--- src/rtl/multdiv_unit_if.sv ---
// ---------------------------------------------------------------------------
// multdiv_unit_if
//   Operand / control / result bundle between the execute stage and the
//   iterative multiply/divide unit.
//
//   data_operandA   multiplicand / dividend (two's complement)
//   data_operandB   multiplier / divisor (two's complement)
//   ctrl_MULT       start-multiply pulse
//   ctrl_DIV        start-divide pulse
//   data_result     product low word / quotient
//   data_exception  overflow or divide-by-zero flag
//   data_resultRDY  one-cycle completion strobe
//   data_busy       operation in flight
//
//   master: the pipeline side (drives operands and start pulses)
//   slave : the multiply/divide unit
// ---------------------------------------------------------------------------
interface multdiv_unit_if #(
    parameter int WIDTH = 32
);
    logic [WIDTH-1:0] data_operandA;
    logic [WIDTH-1:0] data_operandB;
    logic             ctrl_MULT;
    logic             ctrl_DIV;
    logic [WIDTH-1:0] data_result;
    logic             data_exception;
    logic             data_resultRDY;
    logic             data_busy;

    modport master (
        output data_operandA, data_operandB, ctrl_MULT, ctrl_DIV,
        input  data_result, data_exception, data_resultRDY, data_busy
    );

    modport slave (
        input  data_operandA, data_operandB, ctrl_MULT, ctrl_DIV,
        output data_result, data_exception, data_resultRDY, data_busy
    );
endinterface

--- src/rtl/multdiv_unit.sv ---
// ---------------------------------------------------------------------------
// multdiv_unit
//   Iterative signed WIDTH-bit multiply / divide unit. A start pulse latches
//   the operands; WIDTH iterations of shift-add (multiply) or restoring
//   division follow, then one sign-correction cycle, then a one-cycle
//   data_resultRDY strobe. Latency is WIDTH+1 edges after the start edge.
//
// Ports
//   clock         system clock, all state on the rising edge
//   ctrl_reset_n  asynchronous active-low reset
//   bus (slave)   operands, start pulses, result/exception/RDY/busy
// ---------------------------------------------------------------------------
module multdiv_unit #(
    parameter int WIDTH = 32,
    parameter int CNT_W = 5
) (
    input  logic           clock,
    input  logic           ctrl_reset_n,
    multdiv_unit_if.slave  bus
);
    typedef enum logic [1:0] {IDLE, RUN, FIX, DONE} state_t;

    state_t             state_q, state_d;
    logic [CNT_W-1:0]   cnt_q, cnt_d;
    logic               is_div_q, is_div_d;
    logic               neg_q, neg_d;        // operand signs differ
    logic [WIDTH-1:0]   m_q, m_d;            // |multiplicand| or |divisor|
    logic [2*WIDTH-1:0] acc_q, acc_d;        // product, or {remainder, quotient}
    logic [WIDTH-1:0]   result_q, result_d;
    logic               exc_q, exc_d;
    logic               rdy_q, rdy_d;

    logic               start;
    logic               start_div;
    logic [WIDTH-1:0]   abs_a, abs_b;
    logic [WIDTH:0]     mul_sum;
    logic [2*WIDTH-1:0] mul_next;
    logic [2*WIDTH-1:0] div_shift;
    logic [WIDTH:0]     div_trial;
    logic [2*WIDTH-1:0] div_next;
    logic [2*WIDTH-1:0] prod_signed;
    logic [WIDTH-1:0]   quo;

    always_comb begin
        start     = bus.ctrl_MULT | bus.ctrl_DIV;
        start_div = ~bus.ctrl_MULT;          // MULT wins when both pulse
        abs_a     = bus.data_operandA[WIDTH-1] ? -bus.data_operandA : bus.data_operandA;
        abs_b     = bus.data_operandB[WIDTH-1] ? -bus.data_operandB : bus.data_operandB;

        // Shift-add: multiplier sits in the low half and is consumed LSB first;
        // the carry out of the high-half add is shifted back in from the top.
        mul_sum  = acc_q[0] ? ({1'b0, acc_q[2*WIDTH-1:WIDTH]} + {1'b0, m_q})
                            : {1'b0, acc_q[2*WIDTH-1:WIDTH]};
        mul_next = {mul_sum, acc_q[WIDTH-1:1]};

        // Restoring division: shift {rem, quo} left, trial-subtract divisor,
        // keep the difference and set the quotient bit if it did not borrow.
        div_shift = acc_q << 1;
        div_trial = {1'b0, div_shift[2*WIDTH-1:WIDTH]} - {1'b0, m_q};
        div_next  = div_trial[WIDTH] ? div_shift
                                     : {div_trial[WIDTH-1:0], div_shift[WIDTH-1:1], 1'b1};

        prod_signed = neg_q ? -acc_q : acc_q;
        quo         = acc_q[WIDTH-1:0];

        state_d  = state_q;
        cnt_d    = cnt_q;
        is_div_d = is_div_q;
        neg_d    = neg_q;
        m_d      = m_q;
        acc_d    = acc_q;
        result_d = result_q;
        exc_d    = exc_q;
        rdy_d    = 1'b0;

        if (start) begin
            // Accepted in every state; anything in flight is abandoned.
            state_d  = RUN;
            cnt_d    = '0;
            is_div_d = start_div;
            neg_d    = bus.data_operandA[WIDTH-1] ^ bus.data_operandB[WIDTH-1];
            m_d      = start_div ? abs_b : abs_a;
            acc_d    = {{WIDTH{1'b0}}, (start_div ? abs_a : abs_b)};
        end else begin
            unique case (state_q)
                IDLE: ;
                RUN: begin
                    acc_d = is_div_q ? div_next : mul_next;
                    cnt_d = cnt_q + 1'b1;
                    if (cnt_q == CNT_W'(WIDTH-1)) begin
                        state_d = FIX;
                    end
                end
                FIX: begin
                    if (!is_div_q) begin
                        result_d = prod_signed[WIDTH-1:0];
                        // Fits iff the top WIDTH+1 bits are a pure sign extension.
                        exc_d    = !((&prod_signed[2*WIDTH-1:WIDTH-1]) ||
                                     (~|prod_signed[2*WIDTH-1:WIDTH-1]));
                    end else if (m_q == '0) begin
                        result_d = '0;
                        exc_d    = 1'b1;
                    end else if (!neg_q && quo[WIDTH-1]) begin
                        // Only most-negative / -1 reaches a positive 2**(WIDTH-1).
                        result_d = quo;
                        exc_d    = 1'b1;
                    end else begin
                        result_d = neg_q ? -quo : quo;
                        exc_d    = 1'b0;
                    end
                    rdy_d   = 1'b1;
                    state_d = DONE;
                end
                DONE: state_d = IDLE;
                default: state_d = IDLE;
            endcase
        end
    end

    always_ff @(posedge clock or negedge ctrl_reset_n) begin
        if (!ctrl_reset_n) begin
            state_q  <= IDLE;
            cnt_q    <= '0;
            is_div_q <= 1'b0;
            neg_q    <= 1'b0;
            m_q      <= '0;
            acc_q    <= '0;
            result_q <= '0;
            exc_q    <= 1'b0;
            rdy_q    <= 1'b0;
        end else begin
            state_q  <= state_d;
            cnt_q    <= cnt_d;
            is_div_q <= is_div_d;
            neg_q    <= neg_d;
            m_q      <= m_d;
            acc_q    <= acc_d;
            result_q <= result_d;
            exc_q    <= exc_d;
            rdy_q    <= rdy_d;
        end
    end

    assign bus.data_result    = result_q;
    assign bus.data_exception = exc_q;
    assign bus.data_resultRDY = rdy_q;
    assign bus.data_busy      = (state_q == RUN) || (state_q == FIX);
endmodule

--- src/flat_wrapper.sv ---
// flat-port wrapper written by rule: the top's interface ports become plain ports
module multdiv_unit_flat 
#(
    parameter int WIDTH = 32,
    parameter int CNT_W = 5
)
  (clock, ctrl_reset_n, bus_data_operandA, bus_data_operandB, bus_ctrl_MULT, bus_ctrl_DIV, bus_data_result, bus_data_exception, bus_data_resultRDY, bus_data_busy);
  multdiv_unit_if #(.WIDTH(WIDTH)) bus_i ();
  input  logic clock;
  input  logic ctrl_reset_n;
  input wire logic [$bits(bus_i.data_operandA)-1:0] bus_data_operandA;
  input wire logic [$bits(bus_i.data_operandB)-1:0] bus_data_operandB;
  input wire logic [$bits(bus_i.ctrl_MULT)-1:0] bus_ctrl_MULT;
  input wire logic [$bits(bus_i.ctrl_DIV)-1:0] bus_ctrl_DIV;
  output wire logic [$bits(bus_i.data_result)-1:0] bus_data_result;
  output wire logic [$bits(bus_i.data_exception)-1:0] bus_data_exception;
  output wire logic [$bits(bus_i.data_resultRDY)-1:0] bus_data_resultRDY;
  output wire logic [$bits(bus_i.data_busy)-1:0] bus_data_busy;
  assign bus_i.data_operandA = bus_data_operandA;
  assign bus_i.data_operandB = bus_data_operandB;
  assign bus_i.ctrl_MULT = bus_ctrl_MULT;
  assign bus_i.ctrl_DIV = bus_ctrl_DIV;
  assign bus_data_result = bus_i.data_result;
  assign bus_data_exception = bus_i.data_exception;
  assign bus_data_resultRDY = bus_i.data_resultRDY;
  assign bus_data_busy = bus_i.data_busy;
  multdiv_unit #(.WIDTH(WIDTH), .CNT_W(CNT_W)) u_core (.clock(clock), .ctrl_reset_n(ctrl_reset_n), .bus(bus_i));
endmodule
--- config.mk ---
export PLATFORM = sky130hd
export DESIGN_NAME = multdiv_unit_flat
export DESIGN_NICKNAME = d
export VERILOG_FILES = /design/src/rtl/multdiv_unit_if.sv /design/src/rtl/multdiv_unit.sv /design/src/flat_wrapper.sv
export SDC_FILE = /design/constraint.sdc
export NUM_CORES = 1
export LEC_CHECK = 0
export CAP_MARGIN = 20
export CELL_PAD_IN_SITES_DETAIL_PLACEMENT = 1
export CELL_PAD_IN_SITES_GLOBAL_PLACEMENT = 1
export CORE_MARGIN = 4
export CORE_UTILIZATION = 41
export DETAILED_ROUTE_END_ITERATION = 12
export GPL_ROUTABILITY_DRIVEN = 0
export PLACE_DENSITY_LB_ADDON = 0.1
export SYNTH_ARGS = -nofsm -noshare
export SYNTH_HDL_FRONTEND = slang
export SYNTH_SLANG_ARGS = --single-unit
--- constraint.sdc ---
create_clock -name clock -period 3.46 [get_ports clock]
set_input_delay 0.692 -clock clock [delete_from_list [all_inputs] [get_ports clock]]
set_output_delay 0.692 -clock clock [all_outputs]
set_load 0.05 [all_outputs]
==> metrics.yaml, run 1 <==
synthFlopType: "dfrtp_1"
cts_root_buf: "clkbuf_16"
finalCritPeriodShare: 1.030
area.growth.synth_to_final_pct: 35.33
totalWireLength_um: 60470
cp_cell_sequence: "or4_4 > nor4_4 > buf_4 > buf_6 > nand4_4 > or2_1 > or4_4 > buf_6 > o31ai_4 > xor2_1 > nor3b_2 > nand4_1 > and3_1"
antenna_found_initial: 0
row_count: 66
cp-start-kind: "flop"
hpwl_um: 44440
drtAntennaViolNets: 0
gr-total-overflow: 0
viasPerCell: 6.187
max-cap-violations: 0
yosysTopAreaCell: "dfrtp_1"
worstPathRequired_ps: 3790
dieArea_mm2: 0.03599
syn_inst: 1707
syn_nets: 1849
first_global_vias: 15603
outcome: "finished, violations left"
yosysTopAreaCellShare: 0.2569
h-tree-depth: 4
rr_worst_depth: 13
post-route-drc-count: 0
power_density_mw_per_mm2: 377.6
avgRoutedWirePerCell_um: 24.41
cts_tree: "built"
clock_path_buffers: 2
cpPeakStageDelay_ps: 580
max_slew.worst_pin.slew_ps: 1071
numPlacedInstances: 2412
vias: 15325
crit_fanout: 4
coreArea_mm2: 0.03254
slew_viol_final: 0
clk_latency_ps: 440
leakagePower_nw: 8.273
reg2reg_slack_ps: -110
drt-pass1-iter-count: 5
register_area_mm2: 0.003488
io_pins: 103
top_layer: "met4"
grt_pass1_wl_um: 90940
dp_slack_ps: -733.9
worstSetupPathType: "reg2reg"
worstHoldPathType: "in2async"
final_nets: 2164
yosysUniqueCellTypes: 78
placed_area_mm2: 0.01678
drive_gt1_frac: 0.2428
wl_met1_um: 25850
synth_edf_count: 0
final_common_cell: "buf_4"
grt_start_max_net_pins: 83
route.met2.wl_um: 28220
final_core_util: 0.5631
setup_viol: 2
final_cell_mix: "289 x buf_4, 170 x nand2_1, 141 x o21ai_0"
clkTransAtPathRegs_ps: 80
layout_setup_ws_ps: -105.0
yosysWarnings: 0
die_height_um: 189.7
multiInputGateArea_mm2: 0.01006
r2r_start: "u_core.acc_q[15]"
syn-mean-instance-area_um2: 7.931
r2r_end: "u_core.bus.data_exception"
worstPathArrival_ps: 3890
drtIter0Drc: 1182
synth_seq_area_share: 0.2569
ir_drop_mv: 0.3551
crit_path_end_kind: "flop"
slowest_stage: "or4_4"
chipWidth_um: 189.7
max-slew-margin-rel: 0.2859
synthArstFlopShare: 1.000
antenna_cells: 0
fin_crit_ps: 3565
final_cells: 2477
fillers: 3927
finalHoldViolCount: 0
synth.cell_area_mm2: 0.01354
design_area_mm2: 0.01832
holdBufCountCts: 0
clock-sinks: 139
initial_core_util: 0.4161
io_buffer_count: 102
ys_seq_elements: 139
timing.fmax_mhz: 280.5
rsz0062_at_grt: "yes"
fin_worst_skew_ps: 13.82
grt_usage: 0.3191
cts_buffers: 17
violations: "negative setup slack"
synthTopCellsByArea: "dfrtp_1 26%, xor2_1 7.0%, ha_1 6.7%"
route.met3.wl_um: 3923
timing repair:
item	CTS	global route
endpoints found under the setup margin	29	30
buffers inserted	12	21
pin swaps	34	64
resized for setup	91	90
gates cloned	0	1
worst max-delay path: cells and delay by family (launching register included):
| kind | cells | cell delay (ps) |
|---|---|---|
| compound gates | 1 | 190 |
| xor+xnor | 1 | 260 |
| flops | 1 | 400 |
| simple gates | 8 | 2130 |
| buf+inv | 3 | 470 |
how the worst max path moves through the flow:
stage / from / end / slack [ps] / cells after the start
floorplan: bus_data_operandB[12] / u_core.m_q[29] / 1 / 9
global placement: bus_data_operandB[9] / u_core.m_q[28] / -680 / 11
detailed placement: bus_data_operandB[9] / u_core.m_q[28] / -730 / 11
CTS: u_core.acc_q[16] / u_core.bus.data_exception / -3 / 12
global route: u_core.acc_q[31] / u_core.bus.data_exception / -190 / 12
finish: u_core.acc_q[15] / u_core.bus.data_exception / -110 / 13
cells in the mapped netlist (20+ instances only):
library cell,n
o221a_2,21
clkbuf_1,91
mux2i_1,54
nand2_1,172
ha_1,72
dfrtp_1,139
o21ai_0,153
o31ai_1,37
nor3_1,21
nand2b_1,26
nand3_1,20
a21o_1,40
inv_1,63
nand4_1,21
nor2_1,133
or4_1,21
or3_1,23
xnor2_1,64
a21oi_1,132
xor2_1,108
a211oi_1,34
o41ai_1,22
routing by layer:
layer | vias to the layer above | GRT usage
li1 | 6900 | -
met1 | 7701 | 0.4329
met2 | 596 | 0.5185
met3 | 128 | 0.04312
met4 | 0 | 0.1247
met5 | - | 0
state kept, by name (all words and copies together), names as in the netlist:
name	count
u_core.state_q	2
u_core.m_q	32
u_core.acc_q	64
u_core.bus.data_result	32
u_core.bus.data_exception	1
u_core.neg_q	1
u_core.bus.data_resultRDY	1
u_core.cnt_q	5
u_core.is_div_q	1
cell type report:
| class | instances | share of cell area |
|---|---|---|
| multi-input cells | 1397 | 0.5491 |
| flip-flops and latches | 139 | 0.1904 |
| repair buffers | 403 | 0.1845 |
| well taps | 442 | 0.03019 |
| clock buffers | 17 | 0.02322 |
| inverters | 64 | 0.01311 |
| clock inverters | 15 | 0.009424 |
cells by family after synthesis:
kind of cell	synth area share
XOR/XNOR	0.1113
buffers and inverters	0.04824
multiplexers	0.04242
adder cells (fa/ha/maj)	0.06950
AND/OR/NAND/NOR	0.1897
AO/OA/AOI/OAI	0.2819
flip-flops	0.2569
report_power, final:
group | switching, W | internal, W
registers | 0.000236 | 0.00175
logic | 0.00172 | 0.00129
clock network | 0.000947 | 0.000975
total | 0.00290 | 0.00402
stage by stage:
step	power, W	TNS [ps]	hold WS [ps]
finish	0.006919	-112.1	332.6
global route	0.007245	-503.5	385.5
CTS	0.006706	-3.310	357.0
detailed placement	0.004721	-14030	469.3
global placement	0.004632	-11760	461.3
floorplan	0.003541	0	396.4
Note: power is estimated with default switching activity, not from simulation.
==> run 2, diff against run 1 <==
--- a/config.mk
+++ b/config.mk
@@ -9,7 +9,7 @@
 export CELL_PAD_IN_SITES_DETAIL_PLACEMENT = 1
 export CELL_PAD_IN_SITES_GLOBAL_PLACEMENT = 1
 export CORE_MARGIN = 4
-export CORE_UTILIZATION = 41
+export CORE_UTILIZATION = 35
 export DETAILED_ROUTE_END_ITERATION = 12
 export GPL_ROUTABILITY_DRIVEN = 0
 export PLACE_DENSITY_LB_ADDON = 0.1
==> metrics.yaml, run 2 (synthesis gave the netlist of run 1 again) <==
outcome: "finished, violations left"
violations: "negative setup slack"
holdBufCountCts: 0  # unchanged
final_core_util: 0.4823  # -0.08077
finalHoldViolCount: 0  # unchanged
die_height_um: 204.7  # +7.9%
crit_path_end_kind: "flop"
critPathTopFamily: "simple AND/OR/NAND/NOR gates"
startpoint: "u_core.acc_q[4]"
worstPathRequired_ps: 3790  # about the same
cp_cell_sequence: "or4_4 > buf_4 > nor4_4 > nand4_4 > or2_4 > or4_4 > xor2_2 > a31oi_2 > nor4_2 > nand4_1 > and3_1"
rr_worst_depth: 11  # -2
path_buf_inv: 1  # -2
grt_start_max_net_pins: 81  # -2.4%
drt-pass1-iter-count: 7  # +2
drtIter0Drc: 1125  # -4.8%
avgRoutedWirePerCell_um: 23.23  # -4.8%
worst-path-stages: 11  # -2
grt_usage: 0.2756  # -0.04353
fin_worst_skew_ps: 18.71  # +4.893 ps
hpwl_um: 45900  # +3.3%
final_common_cell: "buf_4"
r2r_start: "u_core.acc_q[4]"
vias: 14913  # -2.7%
r2r_end: "u_core.bus.data_exception"
cts_tree: "built"
drive_gt1_frac: 0.2397  # -0.003046
design_area_mm2: 0.01830  # -0.14%
initial_core_util: 0.3569  # -0.05919
worstPathArrival_ps: 3840  # -50 ps
drtAntennaViolNets: 0  # unchanged
cpPeakStageDelay_ps: 570  # about the same
slowest_stage: "or4_4"
final_nets: 2169  # +0.23%
largest_register_ffs: 64  # unchanged
finalCritPeriodShare: 1.016  # -0.01416
cp-start-kind: "flop"
p_total_w: 0.006967  # +0.70%
post-route-drc-count: 0  # unchanged
max-slew-margin-rel: 0.3148  # +0.02892
reg2reg_slack_ps: -60  # +50 ps
slew_viol_final: 0  # unchanged
worstHoldPathType: "in2async"
first_global_vias: 15275  # -2.1%
cp-endpoint: "u_core.bus.data_exception"
ir_drop_mv: 0.3075  # -13%
layout_setup_ws_ps: -56.06  # +48.99 ps
totalWireLength_um: 59270  # -2.0%
fin_crit_ps: 3516  # -48.99 ps
placed_area_mm2: 0.01698  # +1.2%
worstSetupPathType: "reg2reg"
clock_path_buffers: 2  # unchanged
io_buffer_count: 102  # unchanged
coreArea_mm2: 0.03793  # +17%
timing.fmax_mhz: 284.4  # +1.4%
chipWidth_um: 204.7  # +7.9%
clkTransAtPathRegs_ps: 70  # about the same
regMostFlops: "u_core.acc_q"
gr-total-overflow: 0  # unchanged
final_cell_mix: "303 x buf_4, 170 x nand2_1, 141 x o21ai_0"
setup_viol: 1  # -1
max-cap-violations: 0  # unchanged
antenna_found_initial: 1  # +1
cts_buffers: 17  # unchanged
rsz0062_at_grt: "yes"
viasPerCell: 5.846  # -5.5%
grt_pass1_wl_um: 89800  # -1.2%
clock-sinks: 139  # unchanged
area.growth.synth_to_final_pct: 35.15
crit_fanout: 5  # +1
clk_latency_ps: 440  # about the same
antenna_cells: 0  # unchanged
cts_root_buf: "clkbuf_16"
leakagePower_nw: 8.189  # -1.0%
row_count: 71  # +7.6%
max_slew.worst_pin.slew_ps: 1028  # -43.38 ps
dieArea_mm2: 0.04189  # +16%
power_density_mw_per_mm2: 380.8  # +0.84%
io_pins: 103  # unchanged
h-tree-depth: 4  # unchanged
crit_top_cell: "or4_4"
## run 2: changes by cell type in the layout (fill, tap and decap cells not counted), sizes merged
cell and change:
bufinv +3, inv -2, clkdlybuf4s50 +8, dlymetal6s2s -11, clkinvlp -1, clkinv -2, buf +4, clkdlybuf4s15 -1
dlygate4sd2 +7
## run 2: final cells by class
class	instances	area [um2]
Fill cell	4579	19640
Multi-Input combinational cell	1397	9972
Sequential cell	139	3492
Timing Repair Buffer	408	3332
Tap cell	511	639.4
Clock buffer	19	442.9
Inverter	64	240.2
Clock inverter	13	177.7
## run 2: how the worst min path moves through the flow
stage,endpoint,slack [ps],cells after the start
after global placement,u_core.bus.data_result[1],460,2
after CTS,u_core.acc_q[57],140,1
after floorplan,u_core.acc_q[0],400,0
after global routing,u_core.cnt_q[1],140,1
after detailed placement,u_core.bus.data_result[2],470,2
final,u_core.acc_q[57],140,1
## run 2: worst reg2reg max path, stage by stage, from the launching register on
cell and delay [ps]:
dfrtp_1 380, or4_4 570, buf_4 190, nor4_4 230, nand4_4 190, or2_4 300, or4_4 570, xor2_2 190
a31oi_2 130, nor4_2 320, nand4_1 150, and3_1 180
## run 2: per-stage QoR
step	hold slack, ps	setup slack (ps)	std cells	TNS (ps)
final	142.1	-56.06	2551	-56.06
after global routing	143.8	-170.4	2551	-201.6
after CTS	142.0	3.491	2539	0
after detailed placement	470.8	-809.6	2499	-15320
after global placement	461.9	-742.6	2499	-12890
after floorplan	396.4	1.158	1707	0
## run 2: repair_timing
item	4_1_cts	5_1_grt
buffers inserted	8	12
pin swaps	31	41
setup endpoints to repair	30	34
resized for setup	80	66
## run 2: power breakdown
part           internal (W)  total (W)  switching, W
Sequential          0.00175    0.00196      0.000208
Clock               0.00117    0.00203      0.000860
Combinational       0.00128    0.00297       0.00169
## run 2: routing by layer
| layer | up-vias | track usage | part of all wire |
|---|---|---|---|
| li1 | 6915 | - | - |
| met1 | 7425 | 0.3767 | 0.44 |
| met2 | 456 | 0.4306 | 0.45 |
| met3 | 117 | 0.04322 | 0.060 |
| met4 | 0 | 0.1235 | 0.048 |
| met5 | - | 0 | 0 |
==> variant 1 (settings of run 1) <==
`WIDTH` is set to 32 in 3 places; all go to 64.
--- a/src/rtl/multdiv_unit_if.sv
+++ b/src/rtl/multdiv_unit_if.sv
@@ -16,7 +16,7 @@
 //   slave : the multiply/divide unit
 // ---------------------------------------------------------------------------
 interface multdiv_unit_if #(
-    parameter int WIDTH = 32
+    parameter int WIDTH = 64
 );
     logic [WIDTH-1:0] data_operandA;
     logic [WIDTH-1:0] data_operandB;
--- a/src/rtl/multdiv_unit.sv
+++ b/src/rtl/multdiv_unit.sv
@@ -11,7 +11,7 @@
 //   bus (slave)   operands, start pulses, result/exception/RDY/busy
 // ---------------------------------------------------------------------------
 module multdiv_unit #(
-    parameter int WIDTH = 32,
+    parameter int WIDTH = 64,
     parameter int CNT_W = 5
 ) (
     input  logic           clock,
--- a/src/flat_wrapper.sv
+++ b/src/flat_wrapper.sv
@@ -1,7 +1,7 @@
 // flat-port wrapper written by rule: the top's interface ports become plain ports
 module multdiv_unit_flat 
 #(
-    parameter int WIDTH = 32,
+    parameter int WIDTH = 64,
     parameter int CNT_W = 5
 )
   (clock, ctrl_reset_n, bus_data_operandA, bus_data_operandB, bus_ctrl_MULT, bus_ctrl_DIV, bus_data_result, bus_data_exception, bus_data_resultRDY, bus_data_busy);
Ports: changed (resized bus_data_operandA, bus_data_operandB and bus_data_result); port bits go from 103 to 199. No check against the original RTL was run, so the function may have changed too.
==> variant 1 against run 1 <==
  * The run still ends with setup timing left
  * Worst hold slack lost 0.20 ns
  * Non-clock buffer count grew 755
  * Highest routed layer is now met5
  * Die area grew 100%
  * Routed wire length grew to 2.6 times the old value
  * Sequential cell count grew 128
  * Maximum frequency shrank 18%
  * Combinational power grew 140%
  * Clock skew grew 0.014 ns
  * Synthesized area grew 110%
  * Worst setup slack lost 0.76 ns
  * Cell area grew 120%
  * Total power grew 110%
==> variant 1: results (changes against run 1) <==
Synth cell count leaders = nand2_1, o21ai_0, dfrtp_1 (unchanged)
Global-route usage over all layers = 40.5% (was 31.9%)
Final setup TNS = -61.48 ns (was -0.112 ns)
P_leak = 18.5 nW (was 8.27 nW)
Mapped Nets = 3909 (was 1849)
Synth cell types = 85 (was 78)
DRT iter0 DRCs = 3492 (was 1182)
Final net count = 4849 (was 2164)
Initial antenna violation count = 3 (was 0)
Status = complete, but fails checks (unchanged)
Pre-antenna DRT Iters = 6 (was 5)
Met2 GRT Util = 65.8% (was 51.8%)
Max FFs per register = 128 (was 64)
# Post-CTS Setup Buffers = 82 (was 12)
Failing checks = setup timing (unchanged)
Met3 Track Usage GR = 6.71% (was 4.31%)
IO Port Bufs = 198 (was 102)
VDD IR max = 0.380 mV (was 0.355 mV)
RR Startpoint = u_core.acc_q[54]$_DFFE_PN0P_ (was u_core.acc_q[15]$_DFFE_PN0P_)
Final setup violating endpoints = 107 (was 2)
Crit path DAT = 4.76 ns (was 3.89 ns)
Largest net degree at the start of global routing = 168 (was 83)
Rel. slew slack = 31.7% (was 28.6%)
Sequential area share after synthesis = 24.1% (was 25.7%)
Worst skew pair latency = 0.57 ns (was 0.44 ns)
Drt via density = 6.56 (was 6.19)
DP HPWL = 109 mm (was 44.4 mm)
Hold WS = 0.130 ns (was 0.333 ns)
Clock Path Buffers = 3 (was 2)
# H-tree levels = 2 (was 4)
First-pass GRT wire length = 227 mm (was 90.9 mm)
# resized after CTS = 436 (was 91)
Met1 GRT Util = 48.3% (was 43.3%)
Final WS setup = -0.868 ns (was -0.105 ns)
[variant 1: cells by family (layout without fill, tap and decap cells)]
logic type	Yosys count	count (layout)	share of synthesized area, %
XOR/XNOR	357	357	11.3
buffers and inverters	371	1336	5.01
AND/OR/NAND/NOR	1155	1155	20.4
flip-flops	267	267	24.1
adder cells (fa/ha/maj)	138	138	6.27
multiplexers	122	122	4.45
AO/OA/AOI/OAI	1229	1229	28.5
[variant 1: final cells by class]
class | instances | area, um2
fillers | 7893 | 26200
inverters | 116 | 442
flip-flops and latches | 267 | 6710
repair buffers | 1158 | 9780
clock buffers | 51 | 997
clock inverters | 11 | 70.1
multi-input cells | 3001 | 21900
well taps | 873 | 1090
[variant 1: stage by stage]
stage	area, um2	utilization, %	power (W)	std cells
2_1_floorplan	28100	-	0.00697	3639
3_3_place_gp	36900	54.9	0.00985	5322
3_5_place_dp	36900	54.9	0.0101	5322
4_1_cts	40200	59.9	0.0141	5467
5_1_grt	40900	61.0	0.0152	5477
6_report	40900	61.0	0.0147	5477
[variant 1: report_power, final]
part / switching (W) / leakage, nW / internal, W / total (W)
clock: 0.00167 / 0.532 / 0.00201 / 0.00368
sequential: 0.000397 / 3.38 / 0.00337 / 0.00377
combinational: 0.00420 / 14.6 / 0.00309 / 0.00729
[variant 1: per-layer routing]
layer / routed length, um / vias up
li1: - / 15300
met1: 58700 / 17900
met2: 71500 / 2014
met3: 12700 / 758
met4: 14700 / 8
met5: 65 / -
[variant 1: worst max-delay path: stages, from the launching register on]
cell     delay, ns
dfrtp_1       0.40
or4_4         0.60
or4_4         0.59
or4_4         0.48
or4b_4        0.53
o21ai_2       0.16
xnor2_1       0.10
or4_1         0.57
nor4_2        0.26
nand4_1       0.17
nor3_1        0.22
a21oi_1       0.11
==> variant 2 (config.mk and constraints of run 1) <==
Made on the original files. Encoding of `state_t`: now one-hot (4 bits for 4 states).
--- a/src/rtl/multdiv_unit.sv
+++ b/src/rtl/multdiv_unit.sv
@@ -18,7 +18,7 @@
     input  logic           ctrl_reset_n,
     multdiv_unit_if.slave  bus
 );
-    typedef enum logic [1:0] {IDLE, RUN, FIX, DONE} state_t;
+    typedef enum logic [3:0] {IDLE = 4'b0001, RUN = 4'b0010, FIX = 4'b0100, DONE = 4'b1000} state_t;
 
     state_t             state_q, state_d;
     logic [CNT_W-1:0]   cnt_q, cnt_d;
Formal check against the unedited RTL: same outputs for any inputs over 10 cycles, from zero or initial values and one cycle with ctrl_reset_n low; not proved beyond that.
==> variant 2 against run 1 <==
  * Sequential cell count rose by 2
  * Sequential share of layout area rose by 0.28 points
  * Critical path depth fell by 3
  * Worst setup slack improved by 0.021 ns
  * Routed wire length fell by 1.3%
  * Final cell count rose by 1.4%
  * Largest power group unchanged
  * First-iteration DRC count fell by 7.7%
  * Cell area barely moved
  * The flow still finishes with violations (setup timing)
  * Total power fell by 1.3%
  * Synthesized area rose by 1.6%
==> variant 2: results (changes against run 1) <==
Post-Synth Adder-Cell Area = 6.57% (was 6.95%)
Min-Delay Path Class = input pin to async pin (unchanged)
# fillers = 3999 (was 3927)
Status = complete, but fails checks (unchanged)
Final WS setup = -0.0845 ns (was -0.105 ns)
Final net count = 2196 (was 2164)
Pre-antenna DRT Iters = 5 (unchanged)
Synth Area in XOR/XNOR = 11.0% (was 11.1%)
Synth cell types = 76 (was 78)
Rel. slew slack = 40.4% (was 28.6%)
Share of cells above drive strength 1 = 22.9% (was 24.3%)
FF-to-FF path depth = 10 (was 13)
Final setup TNS = -0.0998 ns (was -0.112 ns)
Vias in the first global route = 15700 (was 15600)
Sequential area share after synthesis = 25.7% (about the same)
CP peak stage delay = 0.60 ns (was 0.58 ns)
# placed instances = 2456 (was 2412)
Global-route usage over all layers = 31.7% (was 31.9%)
Family with the most delay on the worst path = simple AND/OR/NAND/NOR gates (unchanged)
DRT iter0 DRCs = 1091 (was 1182)
Largest net degree at the start of global routing = 81 (was 83)
Sw frac = 40.1% (was 41.9%)
Avg Cell Area, Syn = 7.80 um2 (was 7.93 um2)
Vias = 15400 (was 15300)
Mapped Nets = 1903 (was 1849)
Avg WL per Cell = 23.8 um (was 24.4 um)
Synth cell count leaders = nand2_1, o21ai_0, dfrtp_1 (unchanged)
First-pass GRT wire length = 90.6 mm (was 90.9 mm)
VDD IR max = 0.381 mV (was 0.355 mV)
WS Path Type = flip-flop to flip-flop (unchanged)
Post-place setup slack = -0.779 ns (was -0.734 ns)
Drt via density = 6.14 (was 6.19)
Synth warnings = 0 (unchanged)
Initial antenna violation count = 0 (unchanged)
Clock Path Buffers = 2 (unchanged)
Setup Skew = 0.0135 ns (was 0.0138 ns)
Hold WS = 0.217 ns (was 0.333 ns)
Mux cell area share after synthesis = 4.30% (was 4.24%)
R2r endpoint = u_core.bus.data_exception$_DFFE_PN0P_ (unchanged)
Post-synthesis compound-gate area fraction = 26.8% (was 28.2%)
RR Startpoint = u_core.acc_q[26]$_DFFE_PN0P_ (was u_core.acc_q[15]$_DFFE_PN0P_)
Area after DPL = 17000 um2 (was 16800 um2)
DP HPWL = 45.6 mm (was 44.4 mm)
Failing checks = setup timing (unchanged)
Final setup violating endpoints = 2 (unchanged)
P_leak = 8.10 nW (was 8.27 nW)
CP max-delay cell = or4_1 (was or4_4)
Ranking of synthesized cells by area = dfrtp_1, ha_1, xor2_1 (was dfrtp_1, xor2_1, ha_1)
-- variant 2: cell count changes in the layout (fill, tap and decap cells not counted), sizes merged, moves of 10 or more --
cell | run 1 | this run
nor2 | 133 | 117
xnor2 | 64 | 74
mux2i | 54 | 40
clkdlybuf4s50 | 73 | 91
o211ai | 15 | 35
nor3 | 21 | 32
mux2 | 3 | 17
xor2 | 108 | 98
dlymetal6s2s | 12 | 1
or4 | 23 | 33
buf | 305 | 295
nand2 | 172 | 224
a21oi | 132 | 113
-- variant 2: area by class of cell --
| type | instances | area [um2] | area share [%] |
|---|---|---|---|
| multi-input cells | 1446 | 10100 | 55.0 |
| flip-flops and latches | 141 | 3540 | 19.3 |
| repair buffers | 395 | 3330 | 18.2 |
| well taps | 442 | 553 | 3.02 |
| clock buffers | 17 | 425 | 2.32 |
| inverters | 56 | 230 | 1.26 |
| clock inverters | 15 | 165 | 0.902 |
-- variant 2: layer usage --
layer,global-route usage (%),part of all wire [%]
met3,5.88,6.8
met5,0,0
met1,41.6,42
met4,12.8,4.2
met2,51.7,47
-- variant 2: power groups by stage --
stage               logic (W)  clock network [W]  registers (W)
floorplan             0.00159                  0        0.00191
detailed placement    0.00271                  0        0.00196
finish                0.00295            0.00193        0.00195
global route          0.00319            0.00203        0.00195
CTS                   0.00277            0.00194        0.00193
global placement      0.00263                  0        0.00196
-- variant 2: timing repair --
item / CTS / global route
gates resized for setup: 54 / 76
gates cloned: 0 / 1
hold buffers: 0 / 0
setup endpoints to repair: 51 / 38
buffers inserted: 10 / 12
pin swaps: 23 / 46
